===== config.mk =====
export PLATFORM = sky130hd
export DESIGN_NAME = fwd_hazard_ctrl
export DESIGN_NICKNAME = d
export VERILOG_FILES = /design/src/rtl/fwd_hazard_ctrl.sv
export SDC_FILE = /design/constraint.sdc
export NUM_CORES = 1
export LEC_CHECK = 0
export BUFFER_PORTS_ARGS = -buffer_cell sky130_fd_sc_hd__buf_2
export CORE_MARGIN = 1
export CORE_UTILIZATION = 35
export DETAILED_ROUTE_END_ITERATION = 16
export PLACE_DENSITY_LB_ADDON = 0.12
export SLEW_MARGIN = 25
export SYNTH_ARGS = -nofsm -noshare
export SYNTH_HDL_FRONTEND = slang
export SYNTH_SLANG_ARGS = --single-unit

===== constraint.sdc =====
create_clock -name clk -period 2.35 [get_ports clk]
set_input_delay 0.3525 -clock clk [delete_from_list [all_inputs] [get_ports clk]]
set_output_delay 0.3525 -clock clk [all_outputs]
set_load 0.01 [all_outputs]

===== src/rtl/fwd_hazard_ctrl.sv =====
// Forwarding and load-use hazard controller for the 16-bit MIPS pipeline.
// Tracks the destination register of the instructions in EX, DM and WB.
// Steers the A/B operand muxes, raises a one-cycle stall on load-use, and
// drives the register-bank write port from the WB-stage entry.
module fwd_hazard_ctrl #(
    parameter int NREG = 32,
    parameter int CNTW = 16
) (
    input  logic                     clk,
    input  logic                     rst,
    input  logic                     id_valid,
    input  logic [$clog2(NREG)-1:0]  RA,
    input  logic [$clog2(NREG)-1:0]  RB,
    input  logic [$clog2(NREG)-1:0]  RW,
    input  logic                     use_A,
    input  logic                     use_B,
    input  logic                     imm_req,
    input  logic                     wr_req,
    input  logic                     is_load,
    input  logic                     flush,
    output logic [1:0]               mux_sel_A,
    output logic [1:0]               mux_sel_B,
    output logic                     imm_sel,
    output logic                     stall,
    output logic [$clog2(NREG)-1:0]  RW_dm,
    output logic                     wr_en,
    output logic [CNTW-1:0]          stall_cnt
);

    localparam int AW = $clog2(NREG);

    // Tracker entries: {valid, destination, is-load} per in-flight stage.
    logic          ex_valid_reg, dm_valid_reg, wb_valid_reg;
    logic [AW-1:0] ex_rw_reg, dm_rw_reg, wb_rw_reg;
    logic          ex_load_reg, dm_load_reg, wb_load_reg;
    logic [CNTW-1:0] stall_cnt_reg;

    logic dec_valid;

    // Per-source forwarding and hazard detection; index 0 is A, index 1 is B.
    genvar gi;
    generate
        for (gi = 0; gi < 2; gi++) begin : g_src
            logic [AW-1:0] src;
            logic          used;
            logic          ex_hit, dm_hit, wb_hit;
            logic [1:0]    sel;
            logic          haz;

            assign src    = (gi == 0) ? RA : RB;
            assign used   = (gi == 0) ? use_A : (use_B & ~imm_req);
            assign ex_hit = ex_valid_reg && (ex_rw_reg == src);
            assign dm_hit = dm_valid_reg && (dm_rw_reg == src);
            assign wb_hit = wb_valid_reg && (wb_rw_reg == src);

            // Nearest producer wins; a load in EX cannot forward yet and
            // instead flags a hazard, letting DM/WB supply a fallback select.
            always_comb begin
                sel = 2'b00;
                haz = 1'b0;
                if (id_valid && used && (src != '0)) begin
                    haz = ex_hit & ex_load_reg;
                    if (ex_hit && !ex_load_reg)
                        sel = 2'b01;
                    else if (dm_hit)
                        sel = 2'b10;
                    else if (wb_hit)
                        sel = 2'b11;
                end
            end
        end
    endgenerate

    // A taken branch kills the decode slot, so it also suppresses the stall.
    assign stall     = id_valid & ~flush & (g_src[0].haz | g_src[1].haz);
    assign imm_sel   = id_valid & imm_req;
    assign mux_sel_A = g_src[0].sel;
    assign mux_sel_B = imm_sel ? 2'b00 : g_src[1].sel;

    // Register 0 is never tracked; stalled or flushed slots become bubbles.
    assign dec_valid = id_valid & wr_req & (RW != '0) & ~stall & ~flush;

    assign RW_dm     = wb_rw_reg;
    assign wr_en     = wb_valid_reg;
    assign stall_cnt = stall_cnt_reg;

    // Shift the tracker each cycle and count stall cycles with saturation.
    always_ff @(posedge clk) begin
        if (rst) begin
            ex_valid_reg  <= 1'b0;
            ex_rw_reg     <= '0;
            ex_load_reg   <= 1'b0;
            dm_valid_reg  <= 1'b0;
            dm_rw_reg     <= '0;
            dm_load_reg   <= 1'b0;
            wb_valid_reg  <= 1'b0;
            wb_rw_reg     <= '0;
            wb_load_reg   <= 1'b0;
            stall_cnt_reg <= '0;
        end else begin
            wb_valid_reg <= dm_valid_reg;
            wb_rw_reg    <= dm_rw_reg;
            wb_load_reg  <= dm_load_reg;
            if (flush) begin
                dm_valid_reg <= 1'b0;
                dm_rw_reg    <= '0;
                dm_load_reg  <= 1'b0;
            end else begin
                dm_valid_reg <= ex_valid_reg;
                dm_rw_reg    <= ex_rw_reg;
                dm_load_reg  <= ex_load_reg;
            end
            ex_valid_reg <= dec_valid;
            ex_rw_reg    <= RW;
            ex_load_reg  <= is_load;
            if (stall && (stall_cnt_reg != '1))
                stall_cnt_reg <= stall_cnt_reg + 1'b1;
        end
    end

endmodule

After elaboration in Yosys (flattened, before gate mapping)
Index checks and enable logic that the tools add are counted.
{"block": "op_classes", "add_sub_neg": 1, "mul": 0, "n_div": 0, "order_cmp": 0, "n_eq_ne": 7, "n_shift": 0, "n_mux": 11, "n_bitwise": 14, "n_reduce_logical": 18}
{"op": "$eq 5x5->1", "count": 6}
{"op": "$mux 2", "count": 9}
{"op": "$add 16x1->16 const B", "count": 1}
{"op": "$ne 16x16->1 const B", "count": 1}
{"op": "$reduce_bool 5->1", "count": 3}
{"op": "$logic_and 1x1->1", "count": 13}
{"op": "$and 1x1->1", "count": 10}
{"op": "$not 1->1", "count": 3}
{"op": "$mux 1", "count": 2}
{"op": "$reduce_or 2->1", "count": 1}
{"op": "$logic_not 1->1", "count": 1}
{"op": "$or 1x1->1", "count": 1}
{"block": "totals", "ff_bits": 35, "latchBits": 0, "ram_bits": 0, "mem_bits_ro": 0, "inputBits": 24, "output_inout_bits": 28, "word_cells": 59, "mem_count": 0}

Depth between registers and ports, before layout
{"block": "logic_depth", "word_depth": 10, "ltp_mapped": 7, "ltp_nobuf": 6}

Worst setup path before layout
No wires, ideal clock.
{"block": "synth_path", "path_kind": "input to register", "startpoint": "input RA[1]", "endpoint": "register stall_cnt_reg[5] (netlist: stall_cnt[5])", "setup_time_ps": 121, "arrival_ps": 1913, "path_slack_ps": 316, "path_stages": 7, "n_path_buf": 1, "cell_sequence": "or4_1 > o211ai_2 > nor4b_4 > o221ai_2 > buf_6 > nor3_2 > mux2_4"}
{"block": "synth_via", "elab_chain_len": 7, "word_cells_on_any_way": 9, "classes_between": "eq/ne: 1; mux: 1; bitwise: 3; reduce/logical: 4"}
{"element": "start, declared", "line": "12", "rtl": "input logic [$clog2(NREG)-1:0] RA,"}
{"element": "$eq 5x5->1", "line": "52", "rtl": "assign ex_hit = ex_valid_reg && (ex_rw_reg == src);"}
{"element": "$logic_and 1x1->1", "line": "52"}
{"element": "$and 1x1->1", "line": "62", "rtl": "haz = ex_hit & ex_load_reg;"}
{"element": "$mux 1 *", "line": "61", "rtl": "if (id_valid && used && (src != '0)) begin"}
{"element": "$or 1x1->1 *", "line": "75", "rtl": "assign stall = id_valid & ~flush & (g_src[0].haz | g_src[1].haz);"}
{"element": "$and 1x1->1 *", "line": "75"}
{"element": "$logic_and 1x1->1 *", "line": "116", "rtl": "if (stall && (stall_cnt_reg != '1))"}
{"element": "end signal, assigned", "line": "117", "rtl": "stall_cnt_reg <= stall_cnt_reg + 1'b1;"}
{"element": "end, declared", "line": "36", "rtl": "logic [CNTW-1:0] stall_cnt_reg;"}
Mark *: on every way between the ends. The rest lies on a longest branch, timed or not.
A chain may end at the register's enable or synchronous reset.

Worst setup path in the final report
{"block": "layout_path", "startpoint": "register ex_rw_reg[1]", "endpoint": "output mux_sel_A[0]"}
{"block": "layout_via", "elab_chain_len": 5}
{"element": "start, declared", "line": "34", "rtl": "logic [AW-1:0] ex_rw_reg, dm_rw_reg, wb_rw_reg;"}
{"element": "start signal, assigned", "line": "91", "rtl": "ex_rw_reg <= '0;"}
{"element": "start signal, assigned", "line": "114", "rtl": "ex_rw_reg <= RW;"}
{"element": "$eq 5x5->1", "line": "52"}
{"element": "$logic_and 1x1->1", "line": "52"}
{"element": "$logic_and 1x1->1", "line": "63", "rtl": "if (ex_hit && !ex_load_reg)"}
{"element": "$mux 2", "line": "63"}
{"element": "$mux 2", "line": "61"}
{"element": "end, declared", "line": "21", "rtl": "output logic [1:0] mux_sel_A,"}
Every way passes these cells.

==> key figures <==
Outcome
  • Status: completed

Synth
  • Most frequent cell after synthesis: dfxtp_1
  • Largest family of logic cells by synthesized area: simple AND/OR/NAND/NOR gates
  • Synth Area in Compound Gates: roughly a tenth
  • Area share of the largest cell type after synthesis: between 30% and 40%
  • Syn nets: 233
  • Register bit total from synthesis: 35
  • Xor and xnor area share after synthesis: 14.7%
  • Synth unique cells: 41
  • Area contributors post-synth: dfxtp_1 (38%), xor2_1 (11%), nor2b_1 (5.7%)
  • Ys flop type: dfxtp_1
  • EDFF count, synth: 0
  • Cell Area, Synth: 1850 um^2
  • Mean Syn Cell Area: 8.90 um^2
  • Mux cell area share after synthesis: under 10%
  • Synth cell count leaders: dfxtp_1 (35), xor2_1 (23), nor2b_1 (17)
  • Register area share after synthesis: between 30% and 40%
  • Post-synthesis cell count: 208
  • Synth Area in Adders: less than 1%
  • Simple logic cell fraction of the synthesized area: 31.8%
  • Ys async rst share: 0%
  • Cell taking the most area after synthesis: dfxtp_1
  • Syn. warnings: 0

Worst setup path
  • Largest fanout on the critical path: 3
  • Reg2reg path depth: 7
  • Critical Path Sink Type: primary output
  • Reg-to-reg endpoint: stall_cnt[11]$_SDFFE_PP0P_
  • CP Class: reg -> out
  • Register-to-register setup slack: approximately 0.29 ns
  • Startpoint Class: register
  • CP arrival: 1.79 ns
  • R2r startpoint: ex_rw_reg[1]$_SDFF_PP0_
  • WP data required: ~2.0 ns

Timing
  • Period utilisation layout: 91.1%
  • FMAX: approximately 470 MHz
  • Setup_tns: 0 ns
  • Slew Limit Fails: 0
  • Min Clock Period, post-route: 2.14 ns
  • Worst slew margin: around three fifths
  • Worst setup margin: roughly 0.21 ns
  • Final setup fails: 0
  • Final hold vios: 0
  • Tightest Pin Transition: between 0.5 and 0.6 ns
  • Skew final: 0.00855 ns
  • RSZ-0062 raised after global routing: false

Die
  • Die height: between 70 and 80 um
  • Core ar.: slightly above 5000 um^2
  • Num ports: between 50 and 60
  • Initial Utilization: 36.2%
  • Row count: 26
  • DIE AREA: between 5000 and 6000 um^2
  • Die width: 74.7 um

Clock tree
  • Max Root-Sink Buffers: 2
  • CTS tree: built
  • Setup Buffers After CTS: 0
  • Hold_buf cts: 0
  • Cts bufs inserted: 5
  • Clk_lat worst skew: roughly 0.3 ns
  • Gates resized, CTS repair: 0
  • CTS root buf: clkbuf_8
  • Clock Sinks: 35
  • Htree depth: 2
  • Clk slew on worst S/H paths: about 0.070 ns

Finish
  • Layout cells sized above 1: roughly 28%
  • Max reg flops: 16
  • NumNets Final: just under 300
  • Diodes inserted: 0
  • Area Overhead vs Synth: 25.6%

Power and ir drop
  • Comb pwr share: 8.9%
  • Sequential Power Share: about half
  • Pleak: about 1 nW
  • Pint: ~920 uW
  • Pwr dens: 518 nW/um^2
  • Clock share of power: 40.1%
  • Total power: between 1 and 1.5 mW
  • Sw frac: approximately a quarter
  • Max VDD drop: 0.246 mV
  • Net switching power: 285 uW

Drt
  • Via count: between 1.5k and 2k
  • Post-route ant nets: 0
  • DR iter-0 viols: 59
  • Post-route DRC: 0
  • Drt wl/cell: roughly 13 um
  • DR pass1 iterations: 4
  • Final Routed Wirelength: roughly 4400 um
  • DR vias/cell: 4.86

Place
  • Routability congestion estimate from global placement: just under 0.8
  • Port-buffer cells: about 50
  • Hpwl dp: 3370 um
  • Pre-CTS setup slack: 0.137 ns

Min path
  • Hold Crit Depth: 2
  • Hold Crit Start: is_load
  • WHS Endpoint: ex_load_reg$_SDFF_PP0_
  • Hold Crit Class: in -> reg

GRT
  • Global Route Usage Sum: 17.7%
  • GR Overflow Total: 0
  • Global-route wire length before repair: about 7300 um
  • Number of global-route vias before repair: 1,538
  • Initial antenna violation count: 0
  • Largest net degree at the start of global routing: 34

Run
  • Max-cap violations: 0
## power by group through the flow
stage / sequential, mW / combinational, mW / clock (mW)
after floorplan: 0.625 / 0.0566 / 0
after global placement: 0.628 / 0.107 / 0
after detailed placement: 0.627 / 0.107 / 0
after CTS: 0.614 / 0.107 / 0.497
after global routing: 0.615 / 0.118 / 0.527
final: 0.614 / 0.107 / 0.483
## routing by layer
layer  global-route usage [%]  part of all wire, %  vias up
li1                         -                    -      856
met4                     8.81                  2.1        0
met2                     26.8                   42       39
met3                     3.21                  4.0        8
met5                        0                    0        -
met1                     24.0                   52      740
## worst max-delay path by stage
stage	from	end	slack [ns]
after CTS	RA[1]	stall	0.20
after global placement	RA[1]	stall_cnt[5]$_SDFFE_PP0P_	0.15
after global routing	RW_dm[2]$_SDFF_PP0_	mux_sel_B[0]	0.09
after detailed placement	RB[1]	stall_cnt[13]$_SDFFE_PP0P_	0.14
after floorplan	RA[1]	stall_cnt[5]$_SDFFE_PP0P_	0.32
final	ex_rw_reg[1]$_SDFF_PP0_	mux_sel_A[0]	0.21
## per-stage QoR
stage               instances  util (%)  hold slack (ns)  cell area [um^2]
floorplan                 208         -            0.459              1850
global placement          330      43.5            0.480              2220
detailed placement        330      43.5            0.482              2220
CTS                       338      45.5            0.262              2320
global route              338      45.5            0.263              2320
finish                    338      45.5            0.271              2320
## cell type report
class                   instances  area [um^2]
clock buffers                   8          100
flip-flops and latches         35          701
fillers                       529         2780
well taps                      70         87.6
inverters                       3         11.3
repair buffers                 57          313
multi-input cells             165         1110
## worst max-delay path: stages (launching register included)
cell	delay [ns]
dfxtp_1	0.39
xnor2_1	0.13
nand4_1	0.19
nor4b_1	0.45
a21oi_1	0.08
nor2_1	0.11
buf_2	0.14
## placed cells by master, fill, tap and decap left out, types with 2 or more instances in the layout
master    Yosys  final
clkbuf_8      0      7
buf_4         0      5
and3_1        5      5
or4_1         6      6
dfxtp_1      35     35
xnor2_1       8      8
nand4_1       5      5
nor2_1       16     16
o31ai_1       3      3
mux2_4        2      2
inv_1         3      3
nand2_1      10     10
a21oi_1      10     10
or3_1         7      7
o21ai_0       7      7
and2_1        7      7
nor3_1        5      5
or2_2         2      2
and4_1        2      2
nand3_1       9      9
nor2b_1      17     17
nor4_1        4      4
xor2_1       23     23
buf_2         1     51
## cell families after synthesis
group / Yosys count
AOI/OAI and AO/OA: 28
xor gates and xnor gates: 31
adders and majority gates: 1
buffers and inverters: 8
DFF: 35
muxes: 4
and+or+nand+nor: 101
Power figures use the tool's default switching activity.
